==> config.mk <==
export PLATFORM = sky130hd
export DESIGN_NAME = ym_slot_seq
export DESIGN_NICKNAME = d
export VERILOG_FILES = /design/src/rtl/ym_slot_seq.sv
export SDC_FILE = /design/constraint.sdc
export NUM_CORES = 1
export LEC_CHECK = 0
export ABC_AREA = 1
export ABC_CLOCK_PERIOD_IN_PS = 2000
export CAP_MARGIN = 10
export CORE_MARGIN = 2
export CORE_UTILIZATION = 54
export CTS_CLUSTER_DIAMETER = 200
export DETAILED_ROUTE_END_ITERATION = 12
export PLACE_DENSITY = 0.82
export SLEW_MARGIN = 25
export SYNTH_ARGS = -nofsm -noshare
export SYNTH_HDL_FRONTEND = slang
export SYNTH_SLANG_ARGS = --single-unit
==> constraint.sdc <==
create_clock -name MCLK -period 2 [get_ports MCLK]
set_input_delay 0.5 -clock MCLK [delete_from_list [all_inputs] [get_ports MCLK]]
set_output_delay 0.5 -clock MCLK [all_outputs]
set_load 0.1 [all_outputs]
==> src/rtl/ym_slot_seq.sv <==
// Two-phase c1/c2 enable generator, slot counter and debug-read capture scheduler.
// Optional freeze input enabled by defining YM_SLOT_SEQ_STALL_EN.
module ym_slot_seq #(
  parameter int HALF    = 3,
  parameter int PW      = 1,
  parameter int SLOTS   = 24,
  parameter int DBG_LEN = 8
) (
  input  logic       MCLK,
  input  logic       rst,
  input  logic       en,
  input  logic       stall,
  input  logic       dbg_req,
  output logic       c1,
  output logic       c2,
  output logic [4:0] slot,
  output logic       slot_last,
  output logic       dbg_load,
  output logic       dbg_busy,
  output logic       dbg_done
);

  localparam int PER = 2 * HALF;
  localparam int PHW = $clog2(PER);
  localparam logic [PHW-1:0] PH_LAST   = PHW'(PER - 1);
  localparam logic [4:0]     SLOT_LAST = 5'(SLOTS - 1);
  localparam logic [7:0]     CNT_LAST  = 8'(DBG_LEN - 1);

  typedef enum logic [1:0] {DBG_IDLE, DBG_ARM, DBG_SHIFT, DBG_DONE} dbg_t;

  logic           run;
  logic [PHW-1:0] ph_cnt;
  dbg_t           dbg_state, dbg_nxt;
  logic [7:0]     dbg_cnt, cnt_nxt;
  logic           frz, adv, bnd;

`ifdef YM_SLOT_SEQ_STALL_EN
  assign frz = stall & run;
`else
  assign frz = stall & 1'b0;
`endif

  assign adv = run & ~frz;
  assign bnd = adv & (ph_cnt == PH_LAST);

  // Phase enables decode straight from registers so c1/c2 can never overlap
  assign c1        = adv & (ph_cnt < PHW'(PW));
  assign c2        = adv & (ph_cnt >= PHW'(HALF)) & (ph_cnt < PHW'(HALF + PW));
  assign slot_last = run & (slot == SLOT_LAST);
  assign dbg_load  = (dbg_state == DBG_SHIFT) & (dbg_cnt == 8'd0) & c1;
  assign dbg_busy  = (dbg_state == DBG_ARM) | (dbg_state == DBG_SHIFT);
  assign dbg_done  = (dbg_state == DBG_DONE);

  always_ff @(posedge MCLK) begin
    if (!rst) begin
      run       <= 1'b0;
      ph_cnt    <= '0;
      slot      <= '0;
      dbg_state <= DBG_IDLE;
      dbg_cnt   <= '0;
    end else begin
      if (!run) begin
        run    <= en;
        ph_cnt <= '0;
      end else if (!frz) begin
        ph_cnt <= bnd ? '0 : ph_cnt + 1'b1;
        if (bnd) begin
          run  <= en;
          slot <= (slot == SLOT_LAST) ? 5'd0 : slot + 5'd1;
        end
      end
      dbg_state <= dbg_nxt;
      dbg_cnt   <= cnt_nxt;
    end
  end

  // Capture arms anywhere, but only starts shifting as slot 0 begins
  always_comb begin
    dbg_nxt = dbg_state;
    cnt_nxt = dbg_cnt;
    if (!frz) begin
      case (dbg_state)
        DBG_IDLE:  if (dbg_req & run) dbg_nxt = DBG_ARM;
        DBG_ARM: begin
          if (!run) dbg_nxt = DBG_IDLE;
          else if (bnd & (slot == SLOT_LAST)) begin
            dbg_nxt = DBG_SHIFT;
            cnt_nxt = 8'd0;
          end
        end
        DBG_SHIFT: begin
          if (!run) dbg_nxt = DBG_IDLE;
          else if (bnd) begin
            cnt_nxt = dbg_cnt + 8'd1;
            if (dbg_cnt == CNT_LAST) dbg_nxt = DBG_DONE;
          end
        end
        DBG_DONE:  if (!dbg_req) dbg_nxt = DBG_IDLE;
        default:   dbg_nxt = DBG_IDLE;
      endcase
    end
  end

endmodule

==> summary.txt <==
Outcome
  • Status: finished with violations
  • Failing checks: setup timing

Die
  • Die Height: 51.5 um
  • Core ar.: 0.00217 mm^2
  • IO Count: 16
  • Die X: 51.5 um
  • Starting Density: 56.2%
  • FP Rows: 17
  • Die ar.: 0.00265 mm^2

Logic synthesis
  • Cell taking the most area after synthesis: dfxtp_1
  • Mapped Cells: 184
  • XOR/XNOR share of the synthesized area: 1.44%
  • Top cells by area, synth: dfxtp_1, nand2_1, ha_1
  • Share of the synthesized area in the top cell type: 31.2%
  • Post-synthesis mux area share: 0%
  • Syn_area_per_cell: 6.62 um^2
  • Synth Area in Adders: 11.3%
  • Yosys reg bits: 19
  • Seq/Total Area, Yosys: 31.2%
  • Simple-gate area share of the yosys netlist: 36.3%
  • Compound-gate portion of the synthesized area: 8.11%
  • Netlist cell types: 24
  • Mapped Area: 0.00122 mm^2
  • Mapped Nets: 200
  • YS warnings: 0
  • Largest family of logic cells by synthesized area: simple AND/OR/NAND/NOR gates

Route
  • Drt first pass iters: 5
  • WL final: 2.97 mm
  • Vias: 1219
  • Antenna viol nets, final: 0
  • DRC viols: 0
  • Vias per cell: 5.23
  • Post-DR wirelength/cell: 12.7 um
  • Drt initial violations: 61

Finish
  • Nets: 222
  • Cell area after layout: 0.00163 mm^2
  • Layout cell share with drive strength beyond 1: 28.8%
  • P&R area growth vs syn: 34.0%
  • # diodes: 0

Timing
  • Layout Skew: 0.00656 ns
  • Max frequency: 482 MHz
  • Worst slew pin tran: 0.408 ns
  • Tcrit/Tclk final: 104%
  • Minimum clock period: 2.07 ns
  • Worst slew margin: 72.7%
  • RSZ-0062 raised after global routing: true
  • Setup-failing EPs final: 1
  • Hold Slack: 0.473 ns
  • Setup ws final: -0.0732 ns
  • Max-slew violations: 0
  • Hold Fails Final Rpt: 0

Clocking
  • CTS tree: yes
  • Clock Latency Late Sink: 0.31 ns
  • Num CTS Buffers: 3
  • Clock sinks: 19
  • Htree depth: 1
  • Reg clk slew, reported paths: 0.11 ns
  • CTS Root Cell: clkbuf_4
  • Worst-case clock buffer depth: 2

Place
  • DPL Wire Length: 2.09 mm
  • Routability cong.: 0.820
  • Area post-placement: 0.00154 mm^2
  • Port bufs: 14

GRT
  • Vias in the first global route: 1176
  • Pin count of the biggest net entering global routing: 12
  • Initial antenna violation count: 0
  • Gr ovfl total: 0
  • Total GRT Usage: 25.1%
  • Wire length of the first global-routing pass: 5.06 mm

Critical path
  • CP Class: flop to output port
  • Startpoint Class: flop
  • CP arrival: 1.57 ns
  • Max Fanout on Critical Path: 2
  • CP Capture Type: output port
  • Worst Path Required: 1.50 ns

Power
  • Power per cell area: 887 mW/mm^2
  • Peak VDD IR: 1.37 mV
  • Leak: 0.000740 uW

Job
  • Max-Cap Viols: 0

Hold path
  • Type of the worst min-delay path: flop to flop
per-stage QoR:
step	setup slack, ns	power [uW]	setup TNS [ns]	cells	util (%)
global placement	0.175	1140	0	224	70.9
global route	-0.108	1530	-0.108	233	75.3
detailed placement	0.153	1160	0	224	70.9
CTS	-0.000619	1410	-0.000619	231	74.0
finish	-0.0732	1450	-0.0732	233	75.3
floorplan	-0.679	972	-1.30	184	-
layout make-up:
class | instances | area [um^2]
multi-input cells | 130 | 767
clock buffers | 3 | 22.5
inverters | 32 | 124
repair buffers | 20 | 270
clock inverters | 1 | 5.00
fillers | 157 | 537
flip-flops and latches | 19 | 409
well taps | 28 | 35.0
routing by layer:
| metal | vias up | global-route usage, % | part of all wire, % |
|---|---|---|---|
| met1 | 562 | 31.3 | 41 |
| met2 | 37 | 42.3 | 51 |
| met4 | 0 | 12.3 | 3.2 |
| met3 | 11 | 3.74 | 4.6 |
| met5 | - | 0 | 0 |
| li1 | 609 | - | - |
registers in the layout, summed over array words and instances, names as in the netlist:
signal,flops
slot,5
ph_cnt,3
dbg_cnt,8
adv,1
dbg_state,2
Yosys cell counts, drive strengths merged:
cell type	count
a21oi	10
buf	2
clkbuf	1
clkinv	1
dfxtp	19
ha	11
inv	31
nand2	44
nand3	11
nand4	3
nor2	37
nor3	4
nor3b	1
o21ai	6
o21bai	1
xor2	2
power by group:
group	internal (uW)	total (uW)	switching (uW)	leakage, uW
Sequential	401	429	27.9	0.000161
Combinational	276	817	541	0.000562
Clock	74.7	202	127	0.0000177
worst max-delay path, stage by stage (launching register included):
cell and delay [ns]:
dfxtp_4 0.38, inv_4 0.05, nor2_4 0.07, inv_2 0.05, nor3_4 0.18, nand4_1 0.18
nor2_4 0.17, buf_12 0.18
cells in the final DEF, fill, tap and decap left out, types with 6 or more instances in the layout:
master   synthesis  layout
nand3_1         10      10
ha_1            11       9
dfxtp_1         19       8
nor2_2           6       6
nor2_1          31      29
inv_1           29      25
buf_4            0       8
a21oi_1         10      10
buf_12           0       9
dfxtp_4          0       6
nand2_1         41      40
what timing repair did:
| item | CTS | global route |
|---|---|---|
| setup buffers | 3 | 2 |
| gates resized for setup | 8 | 5 |
| cloned | 0 | 0 |
| setup endpoints to repair | 2 | 2 |
| hold buffers | 0 | 0 |
| pin swaps | 3 | 3 |
cells by family (layout without fill, tap and decap cells):
kind of cell,after synthesis,count (layout)
AO/OA/AOI/OAI,17,17
XOR/XNOR,2,2
adder cells (fa/ha/maj),11,11
buffers and inverters,35,56
flip-flops,19,19
AND/OR/NAND/NOR,100,100
final timing paths:
path	start	end	slack, ns	cells after the start
worst max-delay path	adv	dbg_load	-0.07	7
worst min-delay path	ph_cnt[0]	ph_cnt[0]	0.47	1
worst max register to register	ph_cnt[1]	dbg_cnt[5]	0.30	11
worst min register to register	ph_cnt[0]	ph_cnt[0]	0.47	1
(Power assumes the default switching activity.)
